## src/rtl/instr_encoder.sv

```systemverilog
// Program loader: encodes symbolic instruction requests into MIPS words and writes them to imem.
// Optional running XOR checksum of written words when INSTR_ENC_CKSUM_EN is defined.
//
// state | meaning
// IDLE  | ready for a request
// WRITE | imem_we high until the write completes (no stall)
// DONE  | program written or memory full; left only via clr/reset
module instr_encoder #(
    parameter int ADDR_W    = 6,
    parameter int BASE_ADDR = 0
) (
    input  logic              clk,
    input  logic              reset,
    input  logic              clr,
    input  logic              req_valid,
    output logic              req_ready,
    input  logic [2:0]        req_class,
    input  logic              req_last,
    input  logic [4:0]        rs,
    input  logic [4:0]        rt,
    input  logic [4:0]        rd,
    input  logic [5:0]        funct,
    input  logic [15:0]       imm,
    input  logic [25:0]       target,
    input  logic              imem_stall,
    output logic              imem_we,
    output logic [ADDR_W-1:0] imem_addr,
    output logic [31:0]       imem_wd,
    output logic              done,
    output logic              full,
    output logic              err,
    output logic [ADDR_W:0]   count,
    output logic [31:0]       checksum
);

    typedef enum logic [1:0] {IDLE, WRITE, DONE} state_t;

    localparam logic [ADDR_W-1:0] ADDR_BASE = ADDR_W'(BASE_ADDR);
    localparam logic [ADDR_W-1:0] ADDR_MAX  = '1;
    localparam logic [4:0]        SH        = 5'b0;

    state_t      state, state_nxt;
    logic        last_q;
    logic        accept;
    logic        write_ok;
    logic        illegal;
    logic [31:0] word_enc;

    assign illegal   = (req_class == 3'd7);
    assign req_ready = (state == IDLE) && reset;
    assign imem_we   = (state == WRITE);
    assign accept    = (state == IDLE) && req_valid && !clr;
    assign write_ok  = (state == WRITE) && !imem_stall && !clr;

    always_comb begin
        word_enc = '0;
        case (req_class)
            3'd0:    word_enc = {6'b000000, rs, rt, rd, SH, funct};
            3'd1:    word_enc = {6'b100011, rs, rt, imm};
            3'd2:    word_enc = {6'b100001, rs, rt, imm};
            3'd3:    word_enc = {6'b000100, rs, rt, imm};
            3'd4:    word_enc = {6'b001000, rs, rt, imm};
            3'd5:    word_enc = {6'b000010, target};
            3'd6:    word_enc = {6'b101010, rs, rt, rd, SH, 6'b101010};
            default: word_enc = '0;
        endcase
    end

    always_ff @(posedge clk or negedge reset) begin
        if (!reset) state <= IDLE;
        else        state <= state_nxt;
    end

    always_comb begin
        state_nxt = state;
        if (clr) begin
            state_nxt = IDLE;
        end else begin
            case (state)
                IDLE:  if (req_valid && !illegal) state_nxt = WRITE;
                WRITE: if (!imem_stall)
                           state_nxt = (last_q || imem_addr == ADDR_MAX) ? DONE : IDLE;
                DONE:  state_nxt = DONE;
                default: state_nxt = IDLE;
            endcase
        end
    end

    always_ff @(posedge clk or negedge reset) begin
        if (!reset) begin
            imem_addr <= ADDR_BASE;
            imem_wd   <= '0;
            last_q    <= 1'b0;
            done      <= 1'b0;
            full      <= 1'b0;
            err       <= 1'b0;
            count     <= '0;
        end else if (clr) begin
            imem_addr <= ADDR_BASE;
            last_q    <= 1'b0;
            done      <= 1'b0;
            full      <= 1'b0;
            err       <= 1'b0;
            count     <= '0;
        end else begin
            if (accept) begin
                if (illegal) begin
                    err <= 1'b1;
                end else begin
                    imem_wd <= word_enc;
                    last_q  <= req_last;
                end
            end
            if (write_ok) begin
                count     <= count + 1'b1;
                imem_addr <= imem_addr + 1'b1;   // wraps; FSM leaves for DONE at the top
                if (last_q)                done <= 1'b1;
                if (imem_addr == ADDR_MAX) full <= 1'b1;
            end
        end
    end

`ifdef INSTR_ENC_CKSUM_EN
    logic [31:0] cksum_q;

    always_ff @(posedge clk or negedge reset) begin
        if (!reset)        cksum_q <= '0;
        else if (clr)      cksum_q <= '0;
        else if (write_ok) cksum_q <= cksum_q ^ imem_wd;
    end

    assign checksum = cksum_q;
`else
    assign checksum = '0;
`endif

endmodule

```

## config.mk

```make
export PLATFORM = sky130hd
export DESIGN_NAME = instr_encoder
export DESIGN_NICKNAME = d
export VERILOG_FILES = /design/src/rtl/instr_encoder.sv
export SDC_FILE = /design/constraint.sdc
export NUM_CORES = 1
export LEC_CHECK = 0
export BUFFER_PORTS_ARGS = -buffer_cell sky130_fd_sc_hd__buf_4
export CAP_MARGIN = 20
export CORE_MARGIN = 1.5
export CORE_UTILIZATION = 46
export DETAILED_ROUTE_END_ITERATION = 10
export HOLD_SLACK_MARGIN = 0.02
export PLACE_DENSITY = 0.81
export SLEW_MARGIN = 0
export SYNTH_ARGS = -nofsm -noshare
export SYNTH_HDL_FRONTEND = slang
export SYNTH_SLANG_ARGS = --single-unit
```

## constraint.sdc

```tcl
create_clock -name clk -period 2.1 [get_ports clk]
set_input_delay 0.42 -clock clk [delete_from_list [all_inputs] [get_ports clk]]
set_output_delay 0.42 -clock clk [all_outputs]
set_load 0.01 [all_outputs]
```

==> results.cfg, run 1 <==
[sta]
maxSlewViolCount = 0
worst_slew_pin_slew_ps = 632.7
final.period_utilization = 0.8949
max_slew_margin = 0.5782
clock.fmax_ghz = 0.5321
min_period_ps = 1879
rsz0062_at_grt = no
tns_ps = 0
setup_ws_ps = 220.6
holdWs_ps = 265.1
setup_violations = 0
hold_viol = 0
skew_ps = 8.210

[cts]
cts-root-buf = clkbuf_8
h-tree-depth = 2
cts_buffers = 5
cts_tree = done
post_cts_buffers = 0
ctsHoldBuffers = 0
cts_repair_resize_count = 0
path_clk_slew_ps = 90
cts_buffer_depth = 2
clock_latency_ps = 300
cts_sinks = 50

[worst_setup_path]
crit_chain = or4b_1 > a21oi_4 > buf_4 > nor2_1 > a21oi_1
rr_endpoint = imem_wd[20]
critical_path_required_ps = 2310
reg2reg_depth = 5
r2r_start = state[1]
end_kind = register
crit_path_max_incr_delay_ps = 590
cp_top_family = simple AND/OR/NAND/NOR gates
critical_path_buf_inv_count = 1
worstSetupPathType = register to register
ff2ff_setup_slack_ps = 220
cp_slowest_cell = or4b_1
cp_max_fo = 32
arrival_ps = 2090
start_kind = register

[drt]
drtIter0Drc = 128
post_drt_wl_per_cell_um = 15.09
routed_via_density = 5.219
dr.pass1.iters = 4
vias = 2740
drc = 0
drtAntennaViolNets = 0
wl_mm = 7.923

[floorplanning]
num_rows = 29
die_y_um = 83.51
design.core.area_mm2 = 0.006314
die_w_um = 83.51
ios = 154
die_area_mm2 = 0.006974
initial_core_util = 0.4723

[synth]
yosys.area.top_type = dfrtp_1
netlist_area_mm2 = 0.002982
synth_area_leaders = dfrtp_1, buf_4, a21oi_1, mux2i_1, nor2_1
ys_seq_area_frac = 0.4196
synth_cell_type_count = 41
syn_area_per_cell_um2 = 8.954
syn_inst = 333
netlist.area_leader.share = 0.4196
ys_warn_count = 0
synth-seq-cells = 50

[power_and_ir_drop]
p_leak_nw = 1.902
internal_power_mw = 1.854
p_per_area_mw_per_mm2 = 672.9
combPwrFrac = 0.296
swShare = 0.3015
p_sw_uw = 800.3
power_frac_seq = 0.451
power_frac_clock = 0.253
vdd_drop_max_mv = 0.3574
total_power_mw = 2.655

[layout]
nets = 521
layout_commonest_cell = buf_4
postLayoutCoreUtil = 0.6249
area_delta_synth_final_pct = 32.31
layout_common_cells = buf_4, dfrtp_1, nor2_1
layout-drive-gt1-share = 0.3147
diodes = 0

[placed_design]
dp_slack_ps = 115.4
dpl.hpwl_mm = 5.945
gp_congestion = 0.7812
portBuffers = 120

[global_route]
grt-ovfl-total = 0
grt_max_degree = 51
grt_antenna_before_repair = 0
gr-usage-all-layers = 0.2164
grt_first_pass_wirelength_mm = 12.39
grt_pass1_vias = 2571

[outcome]
outcome = finished, final reports clean

[hold_path]
hp-class = input pin to asynchronous set/reset pin

[run]
drv_cap = 0
metrics by stage:
step / instances / area [um^2]
after floorplan: 365 / 3102
after global placement: 517 / 3836
after detailed placement: 517 / 3836
after CTS: 525 / 3945
after global routing: 525 / 3945
final: 525 / 3945
final cells by class:
| type | instances | area, um^2 |
|---|---|---|
| Timing Repair Buffer | 131 | 996.0 |
| Fill cell | 572 | 2369 |
| Clock inverter | 3 | 40.04 |
| Clock buffer | 5 | 68.82 |
| Inverter | 5 | 18.77 |
| Sequential cell | 50 | 1251 |
| Tap cell | 77 | 96.34 |
| Multi-Input combinational cell | 254 | 1474 |
power by group through the flow:
stage	Clock [mW]	Combinational [mW]	Sequential (mW)
global placement	0	0.769	1.21
floorplan	0	0.355	1.26
detailed placement	0	0.791	1.22
global route	0.716	0.857	1.21
finish	0.671	0.787	1.20
CTS	0.684	0.792	1.20
metal layers:
layer,GRT usage,vias up,part of all wire
li1,-,1331,-
met4,0.03279,0,0.0024
met5,0,-,0
met2,0.3762,103,0.49
met1,0.2892,1304,0.44
met3,0.04055,2,0.065
worst max path at each step:
| stage | startpoint | end | depth (start not counted) | slack [ps] |
|---|---|---|---|---|
| global placement | clr | imem_wd[4] | 6 | 200 |
| finish | state[1] | imem_wd[20] | 5 | 220 |
| global route | state[1] | imem_wd[4] | 5 | 110 |
| floorplan | clr | imem_wd[10] | 6 | 390 |
| CTS | state[1] | imem_wd[20] | 5 | 230 |
| detailed placement | clr | imem_wd[20] | 6 | 120 |
flip-flops by register name, summed over array words and instances (netlist names):
| name | count |
|---|---|
| full | 1 |
| done | 1 |
| state | 2 |
| count | 7 |
| last_q | 1 |
| imem_addr | 6 |
| imem_wd | 31 |
| err | 1 |
logic make-up (layout without fill, tap and decap cells):
family,Yosys count,after routing,share of synthesized area
buffers and inverters,61,144,0.1263
other,1,33,0.001258
DFF,50,50,0.4196
muxes,19,19,0.06378
adders and majority gates,2,2,0.008391
and+or+nand+nor,101,101,0.1611
AOI/OAI and AO/OA,89,89,0.1901
xor gates and xnor gates,10,10,0.02937
cells in the mapped netlist:
cell and instances:
dfrtp_1 50, nor2_1 43, a21oi_1 42, buf_4 35, nand2_1 24, mux2i_1 19, nor3b_1 11, clkbuf_1 10
a31oi_1 8, buf_2 7, o21ai_0 7, a211o_1 6, a32oi_1 6, xor2_1 6, nor2b_1 5, o211ai_1 5
o21a_1 5, o221ai_1 5, inv_1 4, xnor2_1 4, buf_1 3, nand2b_1 3, nand4_1 3, and2_1 2
ha_1 2, nor3_1 2, or3_1 2, a211oi_1 1, a21oi_4 1, a41oi_1 1, and3_1 1, buf_6 1
clkinv_1 1, conb_1 1, nand3_1 1, nor4_1 1, nor4b_1 1, o22ai_1 1, o311ai_0 1, or2_2 1
or4b_1 1
Power figures use the tool's default switching activity.
==> run 2, diff against run 1 <==
--- a/config.mk
+++ b/config.mk
@@ -6,8 +6,7 @@
 export NUM_CORES = 1
 export LEC_CHECK = 0
 export BUFFER_PORTS_ARGS = -buffer_cell sky130_fd_sc_hd__buf_4
-export CAP_MARGIN = 20
-export CORE_MARGIN = 1.5
+export CORE_MARGIN = 2
 export CORE_UTILIZATION = 46
 export DETAILED_ROUTE_END_ITERATION = 10
 export HOLD_SLACK_MARGIN = 0.02
==> results.cfg, run 2 (synthesis results as in run 1) <==
[hold_path]
hp-class = input pin to asynchronous set/reset pin

[layout]
area_delta_synth_final_pct = 32.44
layout-drive-gt1-share = 0.3132
layout_common_cells = buf_4, dfrtp_1, nor2_1
top_register = imem_wd
reg_top3 = imem_wd: 31 flops, count: 7 flops, imem_addr: 6 flops
multi_input_area_mm2 = 0.001474
layout_commonest_cell = buf_4
nets = 521
seq_area_mm2 = 0.001251
postLayoutCoreUtil = 0.6254
diodes = 0
largest_reg_flops = 31
num-fill-cells = 552

[power_and_ir_drop]
combPwrFrac = 0.297
p_per_area_mw_per_mm2 = 676.4
power_frac_clock = 0.257
swShare = 0.2940
vdd_drop_max_mv = 0.3738
total_power_mw = 2.671
power_frac_seq = 0.446
p_leak_nw = 1.901
internal_power_mw = 1.886
p_sw_uw = 785.4

[drt]
dr.pass1.iters = 4
vias = 2749
drtAntennaViolNets = 0
post_drt_wl_per_cell_um = 14.78
wl_mm = 7.746
drc = 0
routed_via_density = 5.246
drtIter0Drc = 106

[global_route]
grt_max_degree = 51
met3_usage = 0.05113
use_met1 = 0.2801
grt_antenna_before_repair = 0
busiest_layer = met2
grt_use_met2 = 0.3558
gr-usage-all-layers = 0.2115
grt_pass1_vias = 2491
grt-ovfl-total = 0
grt_first_pass_wirelength_mm = 12.23

[sta]
setup_violations = 0
hold_viol = 0
max_slew_margin = 0.5846
maxSlewViolCount = 0
tns_ps = 0
final.period_utilization = 0.8603
worst_slew_pin_slew_ps = 623.1
skew_ps = 6.754
holdWs_ps = 255.7
min_period_ps = 1807
rsz0062_at_grt = no
clock.fmax_ghz = 0.5535

[floorplanning]
ios = 154
initial_core_util = 0.4723
design.core.area_mm2 = 0.006314
die_y_um = 84.51
die_w_um = 84.51
num_rows = 29
die_area_mm2 = 0.007142

[worst_setup_path]
end_kind = register
start_kind = register
cp_slowest_cell = or4b_1
critical_path_buf_inv_count = 1
cp_top_family = simple AND/OR/NAND/NOR gates
reg2reg_depth = 5
ff2ff_setup_slack_ps = 290
arrival_ps = 2010
crit_chain = or4b_1 > a21oi_4 > buf_12 > o221ai_1 > o21a_1
worstSetupPathType = register to register
rr_endpoint = imem_wd[7]
crit_path_max_incr_delay_ps = 580
r2r_start = state[1]
critical_path_required_ps = 2300
cp_max_fo = 50

[cts]
cts_buffer_depth = 2
cts_sinks = 50
post_cts_buffers = 0
cts_repair_resize_count = 0
h-tree-depth = 2
clock_latency_ps = 300
cts-root-buf = clkbuf_8
cts_tree = done
path_clk_slew_ps = 90
cts_buffers = 5
ctsHoldBuffers = 0

[outcome]
outcome = finished, final reports clean

[run]
drv_cap = 0

[placed_design]
dpl.hpwl_mm = 5.786
portBuffers = 120
gp_congestion = 0.8054
## run 2: worst reg2reg max path: cells and delay by family, from the launching register on
family,cells,cell delay [ps]
AND/OR/NAND/NOR,1,590
AO/OA/AOI/OAI,3,460
flip-flops,1,430
buffers and inverters,1,240
## run 2: worst max-delay path by stage
stage	from	endpoint	slack, ps	cells past startpoint
finish	state[1]	imem_wd[7]	290	5
global route	state[1]	imem_wd[6]	200	5
CTS	state[1]	imem_wd[7]	300	5
detailed placement	clr	imem_wd[7]	180	6
global placement	clr	imem_wd[7]	210	6
floorplan	clr	imem_wd[10]	390	6
## run 2: final cells by class
type | count | share of cell area
well taps | 77 | 0.02440
multi-input cells | 254 | 0.3733
clock inverters | 1 | 0.007605
repair buffers | 131 | 0.2522
inverters | 5 | 0.004753
clock buffers | 6 | 0.02091
flip-flops and latches | 50 | 0.3169
## run 2: per-stage QoR
stage / setup slack, ps / cells / cell area (um^2)
after floorplan: 391.8 / 365 / 3102
after global placement: 209.8 / 517 / 3836
after detailed placement: 178.8 / 517 / 3836
after CTS: 299.7 / 524 / 3949
after global routing: 202.4 / 524 / 3949
final: 293.5 / 524 / 3949
## run 2: layer usage
layer,vias up,part of all wire
li1,1328,-
met1,1304,0.42
met2,115,0.49
met3,2,0.081
met4,0,0.0019
met5,-,0
## run 2: power by group through the flow
stage | sequential, mW | combinational, mW | clock, mW
detailed placement | 1.21 | 0.796 | 0
floorplan | 1.26 | 0.355 | 0
global placement | 1.21 | 0.777 | 0
finish | 1.19 | 0.793 | 0.687
CTS | 1.19 | 0.798 | 0.704
global route | 1.21 | 0.864 | 0.746
